## src/rtl/tone_pkg.sv

```systemverilog
// rtl/tone_pkg.sv - shared state type and sizing helpers for the tone player
//
// Purpose: state encoding and elaboration-time helpers used by tone_player
//          and ms_tick_gen.
// Ports:   none (package).
package tone_pkg;

  typedef enum logic [1:0] {
    IDLE = 2'd0,
    PLAY = 2'd1,
    GAP  = 2'd2
  } tone_state_t;

  // Clock cycles per millisecond; FCLK is a multiple of 1000.
  function automatic int ticks_per_ms(input int fclk);
    return fclk / 1000;
  endfunction

  // acc < FCLK and 2*freq <= FCLK, so acc + 2*freq < 2*FCLK always fits
  // with one bit of headroom above clog2(2*FCLK).
  function automatic int acc_width(input int fclk);
    return $clog2(2 * fclk) + 1;
  endfunction

  // Bits needed to count 0..n-1, never less than one.
  function automatic int cnt_width(input int n);
    return (n > 1) ? $clog2(n) : 1;
  endfunction

  function automatic int max_int(input int a, input int b);
    return (a > b) ? a : b;
  endfunction

endpackage

```

## src/rtl/tone_player_if.sv

```systemverilog
// rtl/tone_player_if.sv - tone request handshake bundle
//
// Purpose: groups the valid/ready tone request channel.
// Signals: req_valid  request present (master -> slave)
//          req_ready  slave can accept (slave -> master)
//          req_freq   tone frequency in Hz, 0 = rest
//          req_dur_ms tone duration in ms
interface tone_player_if #(
  parameter int FREQ_W = 20,
  parameter int DUR_W  = 16
);
  logic              req_valid;
  logic              req_ready;
  logic [FREQ_W-1:0] req_freq;
  logic [DUR_W-1:0]  req_dur_ms;

  modport master (
    output req_valid,
    output req_freq,
    output req_dur_ms,
    input  req_ready
  );

  modport slave (
    input  req_valid,
    input  req_freq,
    input  req_dur_ms,
    output req_ready
  );
endinterface

```

## src/rtl/ms_tick_gen.sv

```systemverilog
// rtl/ms_tick_gen.sv - millisecond prescaler with synchronous restart
//
// Purpose: counts 0..TICKS-1 and pulses ms_tick on the last count.
// Ports:   clk     system clock
//          reset   asynchronous active-high reset
//          clr     synchronous restart; counter is 0 on the following cycle
//          ms_tick one-cycle pulse every TICKS cycles after a restart
module ms_tick_gen import tone_pkg::*; #(
  parameter int TICKS = 50_000
) (
  input  logic clk,
  input  logic reset,
  input  logic clr,
  output logic ms_tick
);

  localparam int CW = cnt_width(TICKS);

  logic [CW-1:0] cnt;

  assign ms_tick = (cnt == CW'(TICKS - 1));

  always_ff @(posedge clk or posedge reset) begin
    if (reset) begin
      cnt <= '0;
    end else if (clr || ms_tick) begin
      cnt <= '0;
    end else begin
      cnt <= cnt + CW'(1);
    end
  end

endmodule

```

## src/rtl/tone_player.sv

```systemverilog
// rtl/tone_player.sv - single-voice timed square-wave tone player
//
// Purpose: accepts (frequency, duration) requests, plays a phase-accumulated
//          square wave for the duration, holds a fixed silent gap, then
//          pulses done.
// Ports:   clk    system clock, FCLK Hz
//          reset  asynchronous active-high reset
//          req    tone_player_if.slave request channel (ready only in IDLE)
//          abort  cancel the current tone/gap, no done pulse
//          spkr   square-wave speaker output
//          busy   high while playing or in the gap
//          done   one-cycle pulse on the first IDLE cycle after completion
module tone_player import tone_pkg::*; #(
  parameter int FCLK   = 50_000_000,
  parameter int FREQ_W = 20,
  parameter int DUR_W  = 16,
  parameter int GAP_MS = 20
) (
  input  logic          clk,
  input  logic          reset,
  tone_player_if.slave  req,
  input  logic          abort,
  output logic          spkr,
  output logic          busy,
  output logic          done
);

  localparam int TICKS = ticks_per_ms(FCLK);
  localparam int ACC_W = acc_width(FCLK);
  localparam int FHALF = FCLK / 2;
  // One counter serves both the duration and the gap.
  localparam int MS_W  = max_int(DUR_W, cnt_width(GAP_MS + 1));

  tone_state_t       state, state_nx;
  logic [ACC_W-1:0]  acc, acc_nx, acc_sum;
  logic [ACC_W-1:0]  freq_l, freq_in;
  logic [DUR_W-1:0]  dur_l;
  logic [MS_W-1:0]   ms_cnt;
  logic [FREQ_W-1:0] req_f;
  logic              ms_tick, clr, accept;
  logic              play_last, gap_last;
  logic              spkr_nx, done_nx;

  assign req.req_ready = (state == IDLE);
  assign busy          = (state != IDLE);
  assign accept        = (state == IDLE) && req.req_valid;
  assign req_f         = req.req_freq;

  // Prescaler restarts on every state change so each PLAY/GAP phase spans
  // whole milliseconds measured from its first cycle; held clear in IDLE.
  assign clr = (state == IDLE) || (state_nx != state);

  ms_tick_gen #(.TICKS(TICKS)) u_ms_tick (
    .clk     (clk),
    .reset   (reset),
    .clr     (clr),
    .ms_tick (ms_tick)
  );

  // dur_l is nonzero whenever PLAY is entered.
  assign play_last = ms_tick && (ms_cnt == MS_W'(dur_l) - MS_W'(1));
  // GAP is unreachable when GAP_MS == 0, so the wrapped constant is harmless.
  assign gap_last  = ms_tick && (ms_cnt == MS_W'(GAP_MS - 1));

  // Frequencies above Nyquist of the toggle rate are clamped.
  always_comb begin
    freq_in = ACC_W'(req_f);
    if (64'(req_f) > 64'(FHALF)) begin
      freq_in = ACC_W'(FHALF);
    end
  end

  always_ff @(posedge clk or posedge reset) begin
    if (reset) begin
      state <= IDLE;
    end else begin
      state <= state_nx;
    end
  end

  always_comb begin
    state_nx = state;
    done_nx  = 1'b0;
    case (state)
      IDLE: begin
        if (accept) begin
          if (req.req_dur_ms != '0) begin
            state_nx = PLAY;
          end else if (GAP_MS != 0) begin
            state_nx = GAP;
          end else begin
            done_nx = 1'b1;
          end
        end
      end
      PLAY: begin
        if (abort) begin
          state_nx = IDLE;
        end else if (play_last) begin
          if (GAP_MS != 0) begin
            state_nx = GAP;
          end else begin
            state_nx = IDLE;
            done_nx  = 1'b1;
          end
        end
      end
      GAP: begin
        if (abort) begin
          state_nx = IDLE;
        end else if (gap_last) begin
          state_nx = IDLE;
          done_nx  = 1'b1;
        end
      end
      default: state_nx = IDLE;
    endcase
  end

  // 2*freq_l <= FCLK and acc < FCLK, so a single subtraction keeps acc in
  // range and the remainder carries into the next half-period.
  assign acc_sum = acc + (freq_l << 1);

  always_comb begin
    acc_nx  = acc;
    spkr_nx = 1'b0;
    if (accept) begin
      acc_nx = '0;
    end else if ((state == PLAY) && (freq_l != '0)) begin
      if (acc_sum >= ACC_W'(FCLK)) begin
        acc_nx  = acc_sum - ACC_W'(FCLK);
        spkr_nx = ~spkr;
      end else begin
        acc_nx  = acc_sum;
        spkr_nx = spkr;
      end
    end
    // Never leave the speaker high outside PLAY.
    if (state_nx != PLAY) begin
      spkr_nx = 1'b0;
    end
  end

  always_ff @(posedge clk or posedge reset) begin
    if (reset) begin
      acc    <= '0;
      spkr   <= 1'b0;
      done   <= 1'b0;
      freq_l <= '0;
      dur_l  <= '0;
      ms_cnt <= '0;
    end else begin
      acc  <= acc_nx;
      spkr <= spkr_nx;
      done <= done_nx;
      if (accept) begin
        freq_l <= freq_in;
        dur_l  <= req.req_dur_ms;
      end
      if (clr) begin
        ms_cnt <= '0;
      end else if (ms_tick) begin
        ms_cnt <= ms_cnt + MS_W'(1);
      end
    end
  end

endmodule

```

## src/flat_wrapper.sv

```systemverilog
// flat-port wrapper written by rule: the top's interface ports become plain ports
module tone_player_flat import tone_pkg::*;
#(
  parameter int FCLK   = 50_000_000,
  parameter int FREQ_W = 20,
  parameter int DUR_W  = 16,
  parameter int GAP_MS = 20
)
  (clk, reset, abort, spkr, busy, done, req_req_valid, req_req_freq, req_req_dur_ms, req_req_ready);
  tone_player_if #(.FREQ_W(FREQ_W), .DUR_W(DUR_W)) req_i ();
  input  logic clk;
  input  logic reset;
  input  logic abort;
  output logic spkr;
  output logic busy;
  output logic done;
  input wire logic [$bits(req_i.req_valid)-1:0] req_req_valid;
  input wire logic [$bits(req_i.req_freq)-1:0] req_req_freq;
  input wire logic [$bits(req_i.req_dur_ms)-1:0] req_req_dur_ms;
  output wire logic [$bits(req_i.req_ready)-1:0] req_req_ready;
  assign req_i.req_valid = req_req_valid;
  assign req_i.req_freq = req_req_freq;
  assign req_i.req_dur_ms = req_req_dur_ms;
  assign req_req_ready = req_i.req_ready;
  tone_player #(.FCLK(FCLK), .FREQ_W(FREQ_W), .DUR_W(DUR_W), .GAP_MS(GAP_MS)) u_core (.clk(clk), .reset(reset), .req(req_i), .abort(abort), .spkr(spkr), .busy(busy), .done(done));
endmodule
```

## config.mk

```make
export PLATFORM = sky130hd
export DESIGN_NAME = tone_player_flat
export DESIGN_NICKNAME = d
export VERILOG_FILES = /design/src/rtl/tone_pkg.sv /design/src/rtl/tone_player_if.sv /design/src/rtl/ms_tick_gen.sv /design/src/rtl/tone_player.sv /design/src/flat_wrapper.sv
export SDC_FILE = /design/constraint.sdc
export NUM_CORES = 1
export LEC_CHECK = 0
export ABC_AREA = 1
export CAP_MARGIN = 25
export CORE_MARGIN = 4
export CORE_UTILIZATION = 61
export CTS_BUF_LIST = sky130_fd_sc_hd__clkbuf_16
export CTS_CLUSTER_DIAMETER = 120
export DETAILED_ROUTE_END_ITERATION = 16
export PLACE_DENSITY = 0.79
export SLEW_MARGIN = 10
export SYNTH_ARGS = -nofsm -noshare
export SYNTH_HDL_FRONTEND = slang
export SYNTH_SLANG_ARGS = --single-unit
```

## constraint.sdc

```tcl
create_clock -name clk -period 3.4 [get_ports clk]
set_clock_uncertainty 0.1 [all_clocks]
set_input_delay 0.34 -clock clk [delete_from_list [all_inputs] [get_ports clk]]
set_output_delay 0.34 -clock clk [all_outputs]
set_load 0.05 [all_outputs]
```

==> summary.log, run 1 <==
INFO  timing         max-slew-margin-rel=56.1%
INFO  floorplanning  floorplan.initialDensity=63.1%
INFO  routing        totalWireLength=19500um
INFO  timing         hold_vio_cnt_final=0
INFO  worst_setup_path worst-endpoint-arrival=3.32ns
INFO  worst_setup_path critical_path.startpoint_type=flip-flop
INFO  global_routing first_pass_grt_wire_length=31900um
INFO  worst_setup_path timing_worst_setup_path_type=reg2reg
INFO  worst_setup_path critical_path.max_stage_delay=0.42ns
INFO  placed_design  dpl_cell_area=7940um^2
INFO  floorplanning  fp.dieArea=13800um^2
INFO  power_and_ir_drop power_report.internal_total=3.22mW
INFO  floorplanning  num_rows=39
INFO  logic_synthesis synth_enable_flop_cells=0
INFO  timing         worst_pin_slew=0.658ns
INFO  min_path       holdCritPathClass=in2async
INFO  global_routing via_count_of_the_first_global_routing_pass=6416
INFO  finish         final_net_count=1250
INFO  power_and_ir_drop switching_share_of_power=49.8%
INFO  logic_synthesis yosysSeqAreaShare=34.0%
INFO  cts            h-tree-depth=3
INFO  logic_synthesis yosys.cell_types.count=39
INFO  power_and_ir_drop p_seq_share=26.3%
INFO  global_routing globalRouteTotalUtil=28.2%
INFO  timing         timing.fmax=316MHz
INFO  cts            clk_pin_slew=0.07ns
INFO  worst_setup_path path_common_cell=sky130_fd_sc_hd__nand2_1
INFO  worst_setup_path path_cells=ha_1 -> nand2_1 -> inv_2 -> a21oi_1 -> nand2_1 -> nand2_1 -> nand3_1 -> nand2_1 -> nand2_2 -> nor2_2 -> nand2_2 -> o21ai_2 -> nand2_4 -> nand2_4 -> o21ai_1 -> nand4_1 -> nand2_1
INFO  placed_design  routabilityCongestion=0.985
INFO  logic_synthesis ys.flop_type=sky130_fd_sc_hd__dfrtp_1
INFO  worst_setup_path reg2reg_setup_slack=0.23ns
INFO  routing        firstDrtPassIters=6
INFO  worst_setup_path timing.critical_path.max_delay_family=simple AND/OR/NAND/NOR gates
INFO  worst_setup_path startpoint_of_the_lowest_slack_register_to_register_path=u_core.acc[7]$_DFFE_PP0P_
INFO  timing         setup_tns=0ns
INFO  floorplanning  die_height=117um
INFO  placed_design  port_buffers=43
INFO  logic_synthesis synthesized_area_divided_by_synthesized_cell_count=6.45um^2
INFO  routing        via_count=7241
INFO  routing        postRouteAntennaNets=0
INFO  flow_run       maxCapViolations=0
INFO  timing         setup-violations-final=0
INFO  worst_setup_path worst-r2r-cell-count=17
INFO  power_and_ir_drop power_density=774nW/um^2
INFO  routing        drc=0
INFO  logic_synthesis top_post_synthesis_cells_by_area=sky130_fd_sc_hd__dfrtp_1, sky130_fd_sc_hd__nand2_1, sky130_fd_sc_hd__inv_1, sky130_fd_sc_hd__nand3_1, sky130_fd_sc_hd__nor2_1
INFO  power_and_ir_drop share_clk_of_total_power=16.4%
INFO  logic_synthesis syn-cell-area=7300um^2
INFO  cts            clock_sinks=99
INFO  worst_setup_path rr_endpoint=u_core.acc[12]$_DFFE_PP0P_
INFO  cts            worst_skew_pair.late_latency=0.36ns
INFO  logic_synthesis ys.warnings.count=0
INFO  global_routing grt_remaining_overflow=0
INFO  cts            cts_tree=yes
INFO  routing        dr.first_iter.drc_count=643
INFO  finish         n_antenna_cell=0
INFO  logic_synthesis post-synth-top-area-fraction=34.0%
INFO  logic_synthesis most_frequent_cell_after_synthesis=sky130_fd_sc_hd__nand2_1
INFO  logic_synthesis syn_inst=1132
INFO  timing         post-route-period-util=93.2%
INFO  power_and_ir_drop netSwitchingPower=3.20mW
INFO  finish         final_design_instance_area_without_fill=8290um^2
INFO  finish         final.fill_count=981
INFO  cts            buffer_type_at_the_clock_tree_root=sky130_fd_sc_hd__clkbuf_16
INFO  power_and_ir_drop vdd.ir_drop.worst=636uV
INFO  routing        drt-vias-per-instance=5.43
INFO  worst_setup_path critical_path_peak_fanout=16
INFO  worst_setup_path setup.worst_path.end_class=flip-flop
INFO  worst_setup_path worstPathRequired=3.55ns
INFO  logic_synthesis post_synth_most_frequent_cells=sky130_fd_sc_hd__nand2_1, sky130_fd_sc_hd__inv_1, sky130_fd_sc_hd__nor2_1
INFO  power_and_ir_drop p_comb_share=57.3%
INFO  power_and_ir_drop cellLeakagePower=4.26nW
INFO  worst_setup_path timing.critical_path.buf_inv=1
INFO  timing         layout_min_cycle_time=3.17ns
INFO  finish         post_route_cells_drive_above_1_share=6.55%
INFO  worst_setup_path critPathSlowestCell=sky130_fd_sc_hd__dfrtp_1
INFO  cts            cts_setup_buffers=0
INFO  timing         setup_repair_after_global_routing_missed_its_margin=no
INFO  floorplanning  pin_count=44
INFO  placed_design  place.detailed.hpwl=14800um
INFO  global_routing antenna_found_initial=0
INFO  global_routing maximum_number_of_pins_on_one_net_before_global_route_repair=63
INFO  logic_synthesis ys_async_sr_fraction=100%
INFO  logic_synthesis syn_nets=1197
INFO  floorplanning  core_area=11600um^2
INFO  logic_synthesis ys_seq_elements=99
INFO  cts            cts.path.max_buffers=2
INFO  floorplanning  die_w=117um
INFO  logic_synthesis yosys.area.top_type=sky130_fd_sc_hd__dfrtp_1
INFO  cts            hold_buffers=0
INFO  finish         syn2layout_area_growth=13.6%
INFO  cts            post_cts.resized_instances=0
INFO  routing        wire_per_inst=14.6um
INFO  timing         timing_max_transition_violations_final=0
INFO  cts            cts_made_buffers=9
INFO  status         run_status=complete, no violations
-- through the flow --
step                hold WS, ns  util [%]  worst slack (ns)  power (mW)  instances
floorplan                 0.313         -             0.370        4.31       1132
CTS                       0.274      71.3            0.0986        6.29       1332
finish                    0.263      71.7             0.232        6.42       1333
detailed placement        0.358      68.7             0.111        5.21       1316
global placement          0.356      68.7             0.206        5.17       1316
global route              0.312      71.7            0.0112        6.96       1333
-- worst max-delay path by stage --
stage | from | endpoint | slack, ns | cells past startpoint
after floorplan | reset | u_core.acc[10]$_DFFE_PP0P_ | 0.37 | 1
after global routing | u_core.freq_l[0]$_DFFE_PP0P_ | u_core.acc[25]$_DFFE_PP0P_ | 0.01 | 19
after detailed placement | u_core.freq_l[0]$_DFFE_PP0P_ | u_core.acc[7]$_DFFE_PP0P_ | 0.11 | 18
after CTS | u_core.freq_l[0]$_DFFE_PP0P_ | u_core.acc[7]$_DFFE_PP0P_ | 0.1 | 18
final | u_core.acc[7]$_DFFE_PP0P_ | u_core.acc[12]$_DFFE_PP0P_ | 0.23 | 17
after global placement | u_core.freq_l[0]$_DFFE_PP0P_ | u_core.acc[7]$_DFFE_PP0P_ | 0.21 | 18
-- cell type report --
cell class,instances,area [um^2],share of cell area (%)
clock buffers,9,225,2.72
multi-input cells,859,4190,50.5
flip-flops and latches,99,2480,29.9
well taps,143,179,2.16
inverters,159,599,7.23
repair buffers,57,548,6.61
clock inverters,7,76.3,0.920
-- cell usage in the layout (no fill, tap or decap), types with 2 or more instances in the layout --
cell / count
sky130_fd_sc_hd__clkdlybuf4s50_1: 43
sky130_fd_sc_hd__o21ai_0: 28
sky130_fd_sc_hd__dfrtp_1: 99
sky130_fd_sc_hd__nand3b_1: 6
sky130_fd_sc_hd__nand3_2: 3
sky130_fd_sc_hd__xnor2_1: 13
sky130_fd_sc_hd__ha_1: 23
sky130_fd_sc_hd__clkinv_2: 2
sky130_fd_sc_hd__buf_4: 13
sky130_fd_sc_hd__nand2_2: 7
sky130_fd_sc_hd__o21ai_1: 7
sky130_fd_sc_hd__and2_1: 2
sky130_fd_sc_hd__xor2_1: 26
sky130_fd_sc_hd__nand2_4: 2
sky130_fd_sc_hd__a22o_1: 2
sky130_fd_sc_hd__clkbuf_16: 9
sky130_fd_sc_hd__inv_2: 19
sky130_fd_sc_hd__nor2_2: 9
sky130_fd_sc_hd__nor3b_1: 7
sky130_fd_sc_hd__nor3_1: 29
sky130_fd_sc_hd__nor2_1: 103
sky130_fd_sc_hd__nand3_1: 86
sky130_fd_sc_hd__nand2_1: 427
sky130_fd_sc_hd__clkinv_1: 3
sky130_fd_sc_hd__nand4_1: 23
sky130_fd_sc_hd__a21oi_1: 26
sky130_fd_sc_hd__inv_1: 136
sky130_fd_sc_hd__nor4_1: 16
-- power by group through the flow --
stage               Combinational (mW)  Clock (mW)  Sequential (mW)
finish                            3.68        1.05             1.69
floorplan                         2.72           0             1.59
detailed placement                3.52           0             1.68
CTS                               3.55        1.07             1.67
global placement                  3.48           0             1.69
global route                      4.14        1.12             1.70
-- state kept, by name (all words and copies together), names as in the netlist --
name / cells
u_core.ms_cnt: 16
u_core.dur_l: 16
u_core.done: 1
u_core.spkr: 1
u_core.freq_l: 20
u_core.state: 2
u_core.u_ms_tick.cnt: 16
u_core.acc: 27
-- logic make-up (layout without fill, tap and decap cells) --
| group | after synthesis | in the layout | synth area share, % |
|---|---|---|---|
| compound gates | 69 | 69 | 5.06 |
| simple gates | 724 | 725 | 42.2 |
| xor+xnor | 40 | 40 | 4.99 |
| buf+inv | 175 | 232 | 9.36 |
| flops | 99 | 99 | 34.0 |
| fa+ha+maj | 25 | 25 | 4.39 |
-- routing by layer --
layer  track usage [%]  share of wire (%)
met2              42.6                 43
met5                 0                  0
met1              42.7                 48
met4              5.87                1.3
met3              4.91                7.0
(Power assumes the default switching activity.)
==> inputs of run 2 (changes only) <==
==> constraint.sdc (replaced) <==
create_clock -name clk -period 3.4 [get_ports clk]
set_clock_uncertainty 0.1 [all_clocks]
set_input_delay 1.02 -clock clk [delete_from_list [all_inputs] [get_ports clk]]
set_output_delay 1.02 -clock clk [all_outputs]
set_load 0.05 [all_outputs]
==> run 2 against run 1 <==
  * Core utilization shrank 0.34 points
  * Sequential cell count is the same
  * Sequential power about the same
  * Maximum frequency increased by 0.14%
  * Non-clock buffer count shrank 3
  * Count of clock-buffer cells in the layout stayed put
  * Register-to-register slack is essentially flat
==> summary.log, run 2 (synthesized netlist as in run 1, its figures left out) <==
INFO  routing        drc=0 [unchanged]
INFO  routing        via_count=7185 [-0.77%]
INFO  worst_setup_path path_cells=ha_1 -> fa_2 -> nand3_1 -> nand3_2 -> nand2_1 -> nand2_1 -> xor2_2 -> inv_2 -> ha_1 -> inv_1 -> nor2_1 -> nand3_1 -> nand4_1 -> nand2_2 -> and2_1 -> nand2_1 -> nand2_1 -> nand3_1 -> nand2_1
INFO  floorplanning  fp.dieArea=13800um^2 [unchanged]
INFO  routing        detailroute.wirelength.met2=8440um [about the same]
INFO  routing        firstDrtPassIters=5 [-1]
INFO  placed_design  dp_slack=0.122ns [+0.0108 ns]
INFO  cts            cts_setup_buffers=0 [unchanged]
INFO  routing        wire_per_inst=14.6um [-0.29%]
INFO  finish         final.fill_count=1066 [+8.7%]
INFO  timing         worst_pin_slew=0.558ns [-0.100 ns]
INFO  global_routing first_pass_grt_wire_length=32000um [+0.52%]
INFO  finish         largest_register_ffs=27 [unchanged]
INFO  worst_setup_path worstPathRequired=3.55ns [about the same]
INFO  finish         biggestRegsByFlops=u_core.acc (27), u_core.freq_l (20)
INFO  finish         syn2layout_area_growth=13.1%
INFO  timing         timing.fmax=316MHz [+0.14%]
INFO  worst_setup_path critical_path.startpoint_type=flip-flop
INFO  floorplanning  core_area=11600um^2 [unchanged]
INFO  timing         max-slew-margin-rel=62.8% [+6.7 points]
INFO  finish         post_route_cells_drive_above_1_share=5.99% [-0.57 points]
INFO  global_routing via_count_of_the_first_global_routing_pass=6480 [+1.0%]
INFO  finish         layout_common_cells=sky130_fd_sc_hd__nand2_1, sky130_fd_sc_hd__inv_1, sky130_fd_sc_hd__nor2_1
INFO  floorplanning  pin_count=44 [unchanged]
INFO  routing        highest-signal-layer=met4
INFO  global_routing grt_remaining_overflow=0 [unchanged]
INFO  timing         setup_tns=0ns [unchanged]
INFO  global_routing maximum_number_of_pins_on_one_net_before_global_route_repair=100 [+59%]
INFO  worst_setup_path critical_path_peak_fanout=5 [-11]
INFO  timing         setup_repair_after_global_routing_missed_its_margin=yes
INFO  routing        totalWireLength=19400um [-0.58%]
INFO  finish         regMostFlops=u_core.acc
INFO  worst_setup_path critical_path.max_stage_delay=0.39ns [-0.03 ns]
INFO  finish         final_net_count=1246 [-0.32%]
INFO  timing         post-route-period-util=93.0% [-0.13 points]
INFO  finish         n_antenna_cell=0 [unchanged]
INFO  cts            worst_skew_pair.late_latency=0.36ns [about the same]
INFO  placed_design  place.detailed.hpwl=14800um [+0.28%]
INFO  routing        drt-vias-per-instance=5.41 [-0.47%]
INFO  floorplanning  die_w=117um [unchanged]
INFO  timing         timing_max_transition_violations_final=0 [unchanged]
INFO  worst_setup_path setup.worst_path.end_class=flip-flop
INFO  floorplanning  die_height=117um [unchanged]
INFO  placed_design  routabilityCongestion=1.12 [+14%]
INFO  power_and_ir_drop vdd.ir_drop.worst=667uV [+4.8%]
INFO  timing         layout_min_cycle_time=3.16ns [-0.00438 ns]
INFO  worst_setup_path timing.critical_path.max_delay_family=simple AND/OR/NAND/NOR gates
INFO  cts            clk_pin_slew=0.07ns [about the same]
INFO  cts            cts_made_buffers=9 [unchanged]
INFO  timing         setup-violations-final=0 [unchanged]
INFO  flow_run       maxCapViolations=0 [unchanged]
INFO  routing        dr_wl_met3=1300um [-5.4%]
INFO  cts            clock_sinks=99 [unchanged]
INFO  cts            h-tree-depth=3 [unchanged]
INFO  floorplanning  num_rows=39 [unchanged]
INFO  timing         setup_slack=0.237ns [+0.00439 ns]
INFO  worst_setup_path path_common_cell=sky130_fd_sc_hd__nand2_1
INFO  global_routing antenna_found_initial=0 [unchanged]
INFO  routing        dr.first_iter.drc_count=693 [+7.8%]
INFO  worst_setup_path worst-endpoint-arrival=3.31ns [about the same]
INFO  min_path       holdCritPathClass=reg2reg
INFO  routing        wl_met1=9280um [-1.6%]
INFO  finish         layout.cells.most_common=sky130_fd_sc_hd__nand2_1
INFO  worst_setup_path timing_worst_setup_path_type=reg2reg
INFO  global_routing globalRouteTotalUtil=28.6% [+0.43 points]
INFO  placed_design  port_buffers=43 [unchanged]
INFO  timing         hold_vio_cnt_final=0 [unchanged]
INFO  routing        postRouteAntennaNets=0 [unchanged]
INFO  status         run_status=complete, no violations
INFO  worst_setup_path critPathSlowestCell=sky130_fd_sc_hd__dfrtp_1
INFO  cts            cts.path.max_buffers=2 [unchanged]
INFO  power_and_ir_drop power_density=772nW/um^2 [-0.33%]
INFO  cts            cts_tree=yes
INFO  worst_setup_path timing.critical_path.buf_inv=2 [+1]
INFO  power_and_ir_drop cellLeakagePower=4.23nW [-0.63%]
INFO  finish         layout.core_utilization=71.4% [-0.34 points]
INFO  cts            buffer_type_at_the_clock_tree_root=sky130_fd_sc_hd__clkbuf_16
INFO  floorplanning  floorplan.initialDensity=63.1% [unchanged]
[run 2: power by group]
part / switching, mW / total [mW] / internal, mW
Clock: 0.460 / 1.03 / 0.568
Sequential: 0.268 / 1.69 / 1.42
Combinational: 2.44 / 3.65 / 1.21
[run 2: area by class of cell]
class	instances	area, um^2	area share [%]
Clock buffer	9	225	2.73
Clock inverter	7	67.6	0.819
Inverter	159	601	7.28
Multi-Input combinational cell	858	4180	50.6
Sequential cell	99	2480	30.0
Tap cell	143	179	2.17
Timing Repair Buffer	54	526	6.37
[run 2: routing by layer]
layer / vias to the layer above / track usage, %
met5: - / 0
met4: 0 / 7.70
met3: 25 / 5.68
met2: 228 / 44.3
met1: 3255 / 41.2
li1: 3677 / -
[run 2: through the flow]
stage                     hold WS, ns  area [um^2]  total power, mW  instances
after detailed placement        0.353         7920             5.21       1313
after global routing            0.379         8250             6.91       1329
after CTS                       0.362         8210             6.27       1329
after global placement          0.349         7920             5.17       1313
final                           0.360         8250             6.37       1329
after floorplan                 0.331         7300             4.31       1132
[run 2: final timing paths]
kind                                                   start                                 to  slack, ns  depth (start not counted)
max                             u_core.freq_l[0]$_DFFE_PP0P_         u_core.acc[23]$_DFFE_PP0P_       0.24                         19
min                        u_core.u_ms_tick.cnt[0]$_DFF_PP0_  u_core.u_ms_tick.cnt[0]$_DFF_PP0_       0.36                          1
max reg2reg                     u_core.freq_l[0]$_DFFE_PP0P_         u_core.acc[23]$_DFFE_PP0P_       0.24                         19
min reg2reg                u_core.u_ms_tick.cnt[0]$_DFF_PP0_  u_core.u_ms_tick.cnt[0]$_DFF_PP0_       0.36                          1
max in group asynchronous                              reset         u_core.acc[21]$_DFFE_PP0P_       1.69                          3
min in group asynchronous                              reset       u_core.freq_l[1]$_DFFE_PP0P_       1.06                          3
[run 2: what timing repair did]
action | 4_1_cts | 5_1_grt
endpoints found under the setup margin | 0 | 22
hold buffers | 0 | 0
resized for setup | 0 | 9
hold endpoints to repair | 0 | 0
==> inputs of run 3 (changes only) <==
--- a/config.mk
+++ b/config.mk
@@ -7,12 +7,14 @@
 export LEC_CHECK = 0
 export ABC_AREA = 1
 export CAP_MARGIN = 25
+export CORE_ASPECT_RATIO = 1.4
 export CORE_MARGIN = 4
 export CORE_UTILIZATION = 61
 export CTS_BUF_LIST = sky130_fd_sc_hd__clkbuf_16
 export CTS_CLUSTER_DIAMETER = 120
 export DETAILED_ROUTE_END_ITERATION = 16
 export PLACE_DENSITY = 0.79
+export REMOVE_ABC_BUFFERS = 1
 export SLEW_MARGIN = 10
 export SYNTH_ARGS = -nofsm -noshare
 export SYNTH_HDL_FRONTEND = slang
==> run 3 against run 2 <==
  * Worst setup slack improved by 0.017 ns
  * Final cell count is 0.75% higher
  * Global-route usage increased by 0.10 points
==> summary.log, run 3 (synthesized netlist as in run 1, its figures left out) <==
INFO  status         run_status=complete, no violations
INFO  worst_setup_path setup.worst_path.end_class=flip-flop
INFO  power_and_ir_drop p_seq_share=26.2% [-0.3 points]
INFO  finish         biggestRegsByFlops=u_core.acc (27), u_core.freq_l (20)
INFO  power_and_ir_drop vdd.ir_drop.worst=394uV [-41%]
INFO  floorplanning  die_height=137um [+17%]
INFO  worst_setup_path critical_path.max_stage_delay=0.47ns [+0.08 ns]
INFO  cts            cts_tree=yes
INFO  min_path       worstHoldStart=u_core.u_ms_tick.cnt[0]$_DFF_PP0_
INFO  routing        firstDrtPassIters=5 [unchanged]
INFO  cts            h-tree-depth=3 [unchanged]
INFO  placed_design  dp_slack=0.0491ns [-0.0730 ns]
INFO  worst_setup_path worst-r2r-cell-count=16 [-3]
INFO  power_and_ir_drop power_report.internal_total=3.16mW [-1.2%]
INFO  routing        via_count=7144 [-0.57%]
INFO  finish         n_antenna_cell=0 [unchanged]
INFO  timing         timing_max_transition_violations_final=0 [unchanged]
INFO  finish         syn2layout_area_growth=13.9%
INFO  cts            cts_made_buffers=9 [unchanged]
INFO  power_and_ir_drop share_clk_of_total_power=15.7% [-0.4 points]
INFO  worst_setup_path worstPathRequired=3.54ns [about the same]
INFO  placed_design  routabilityCongestion=0.987 [-12%]
INFO  floorplanning  num_rows=47 [+21%]
INFO  power_and_ir_drop p_comb_share=58.1% [+0.8 points]
INFO  worst_setup_path worst-endpoint-arrival=3.29ns [-0.02 ns]
INFO  timing         setup_slack=0.253ns [+0.0167 ns]
INFO  routing        totalWireLength=19300um [-0.58%]
INFO  cts            worst_skew_pair.late_latency=0.35ns [about the same]
INFO  global_routing grt_remaining_overflow=0 [unchanged]
INFO  global_routing via_count_of_the_first_global_routing_pass=6705 [+3.5%]
INFO  worst_setup_path worstSetupStartpoint=u_core.freq_l[17]$_DFFE_PP0P_
INFO  power_and_ir_drop cellLeakagePower=4.26nW [+0.61%]
INFO  global_routing globalRouteTotalUtil=28.7% [+0.10 points]
INFO  worst_setup_path critical_path.startpoint_type=flip-flop
INFO  routing        drc=0 [unchanged]
INFO  routing        wire_per_inst=14.4um [-1.3%]
INFO  worst_setup_path path_common_cell=sky130_fd_sc_hd__nand2_1
INFO  power_and_ir_drop switching_share_of_power=49.7% [-0.084 points]
INFO  finish         final.fill_count=1013 [-5.0%]
INFO  cts            clk_pin_slew=0.07ns [about the same]
INFO  finish         layout.cells.most_common=sky130_fd_sc_hd__nand2_1
INFO  worst_setup_path critical_path_peak_fanout=17 [+12]
INFO  finish         post_route_cells_drive_above_1_share=6.71% [+0.72 points]
INFO  routing        dr.first_iter.drc_count=437 [-37%]
INFO  worst_setup_path critPathSlowestCell=sky130_fd_sc_hd__dfrtp_1
INFO  global_routing antenna_found_initial=0 [unchanged]
INFO  finish         regMostFlops=u_core.acc
INFO  placed_design  dpl_cell_area=7950um^2 [+0.33%]
INFO  power_and_ir_drop power_density=756nW/um^2 [-2.1%]
INFO  placed_design  place.detailed.hpwl=15100um [+1.8%]
INFO  timing         post-route-period-util=92.5% [-0.49 points]
INFO  worst_setup_path startpoint_of_the_lowest_slack_register_to_register_path=u_core.freq_l[17]$_DFFE_PP0P_
INFO  worst_setup_path termination_of_the_worst_setup_path=u_core.acc[14]$_DFFE_PP0P_
INFO  power_and_ir_drop netSwitchingPower=3.12mW [-1.6%]
INFO  routing        postRouteAntennaNets=0 [unchanged]
INFO  floorplanning  floorplan.initialDensity=62.0% [-1.1 points]
INFO  routing        drt-vias-per-instance=5.34 [-1.3%]
INFO  finish         largest_register_ffs=27 [unchanged]
INFO  floorplanning  die_w=100um [-14%]
INFO  min_path       holdCritPathClass=reg2reg
INFO  cts            buffer_type_at_the_clock_tree_root=sky130_fd_sc_hd__clkbuf_16
INFO  worst_setup_path path_cells=ha_1 -> nand2_1 -> nor2_1 -> inv_1 -> nor2_1 -> nand4_1 -> nand3_1 -> nand2_1 -> nand2_1 -> nand4_1 -> nor2_1 -> nand2_4 -> nand2_8 -> nand3_1 -> nand3_1 -> nand2_1
INFO  floorplanning  fp.dieArea=13800um^2 [+0.18%]
INFO  floorplanning  pin_count=44 [unchanged]
INFO  timing         setup-violations-final=0 [unchanged]
INFO  cts            clock_sinks=99 [unchanged]
INFO  cts            cts.path.max_buffers=2 [unchanged]
INFO  timing         worst_pin_slew=0.679ns [+0.121 ns]
INFO  flow_run       maxCapViolations=0 [unchanged]
INFO  worst_setup_path reg2reg_setup_slack=0.25ns [+0.02 ns]
INFO  worst_setup_path timing_worst_setup_path_type=reg2reg
INFO  global_routing first_pass_grt_wire_length=31400um [-1.9%]
INFO  global_routing maximum_number_of_pins_on_one_net_before_global_route_repair=43 [-57%]
INFO  timing         hold_vio_cnt_final=0 [unchanged]
INFO  timing         layout_min_cycle_time=3.15ns [-0.0167 ns]
INFO  floorplanning  core_area=11800um^2 [+1.7%]
INFO  finish         final_design_instance_area_without_fill=8310um^2 [+0.68%]
INFO  placed_design  port_buffers=43 [unchanged]
INFO  timing         max-slew-margin-rel=54.3% [-8.5 points]
INFO  finish         layout_common_cells=sky130_fd_sc_hd__nand2_1, sky130_fd_sc_hd__inv_1, sky130_fd_sc_hd__nor2_1
INFO  timing         timing.fmax=318MHz [+0.53%]
INFO  finish         final_net_count=1252 [+0.48%]
INFO  worst_setup_path rr_endpoint=u_core.acc[14]$_DFFE_PP0P_
INFO  cts            hold_buffers=0 [unchanged]
## run 3: how the worst min path moves through the flow
stage,slack (ns),end,cells after the start
detailed placement,0.36,u_core.u_ms_tick.cnt[0]$_DFF_PP0_,1
floorplan,0.33,u_core.u_ms_tick.cnt[0]$_DFF_PP0_,1
global route,0.41,u_core.u_ms_tick.cnt[0]$_DFF_PP0_,1
global placement,0.36,u_core.u_ms_tick.cnt[0]$_DFF_PP0_,1
CTS,0.37,u_core.u_ms_tick.cnt[0]$_DFF_PP0_,1
finish,0.37,u_core.u_ms_tick.cnt[0]$_DFF_PP0_,1
## run 3: power by group through the flow
stage | logic (mW) | registers, mW | clock network [mW]
after detailed placement | 3.49 | 1.66 | 0
after CTS | 3.51 | 1.64 | 1.00
after global routing | 4.11 | 1.67 | 1.04
after global placement | 3.44 | 1.65 | 0
after floorplan | 2.66 | 1.59 | 0
final | 3.65 | 1.64 | 0.987
## run 3: what timing repair did
| action | 4_1_cts | 5_1_grt |
|---|---|---|
| buffers inserted | 0 | 2 |
| setup endpoints to repair | 0 | 22 |
| endpoints found under the hold margin | 0 | 0 |
| gates resized for setup | 0 | 12 |
## run 3: worst max-delay path, delay by kind of cell, from the launching register on
| family | cells | cell delay [ns] |
|---|---|---|
| DFF | 1 | 0.47 |
| buffers and inverters | 1 | 0.09 |
| adders and majority gates | 1 | 0.39 |
| and+or+nand+nor | 14 | 1.98 |
## run 3: metrics by stage
| stage | utilization [%] | setup TNS (ns) | hold WS, ns | power, mW | instances |
|---|---|---|---|---|---|
| after floorplan | - | -33.50 | 0.333 | 4.25 | 1116 |
| after global placement | 67.6 | 0 | 0.359 | 5.10 | 1320 |
| after detailed placement | 67.6 | 0 | 0.364 | 5.15 | 1320 |
| after CTS | 69.9 | 0 | 0.374 | 6.16 | 1336 |
| after global routing | 70.6 | -0.0604 | 0.406 | 6.82 | 1339 |
| final | 70.6 | 0 | 0.371 | 6.28 | 1339 |
## run 3: cell type report
type                            count  area, um^2  area share [%]
Sequential cell                    99        2480            29.8
Multi-Input combinational cell    859        4210            50.6
Clock inverter                      7        52.6           0.632
Tap cell                          147         184            2.21
Inverter                          159         599            7.21
Clock buffer                        9         225            2.71
Timing Repair Buffer               59         563            6.78
## run 3: routing by layer
metal / share of wire, % / global-route usage (%)
met5: 0 / 0
met2: 52 / 52.8
met4: 3.4 / 11.5
met3: 3.2 / 2.84
met1: 41 / 34.0
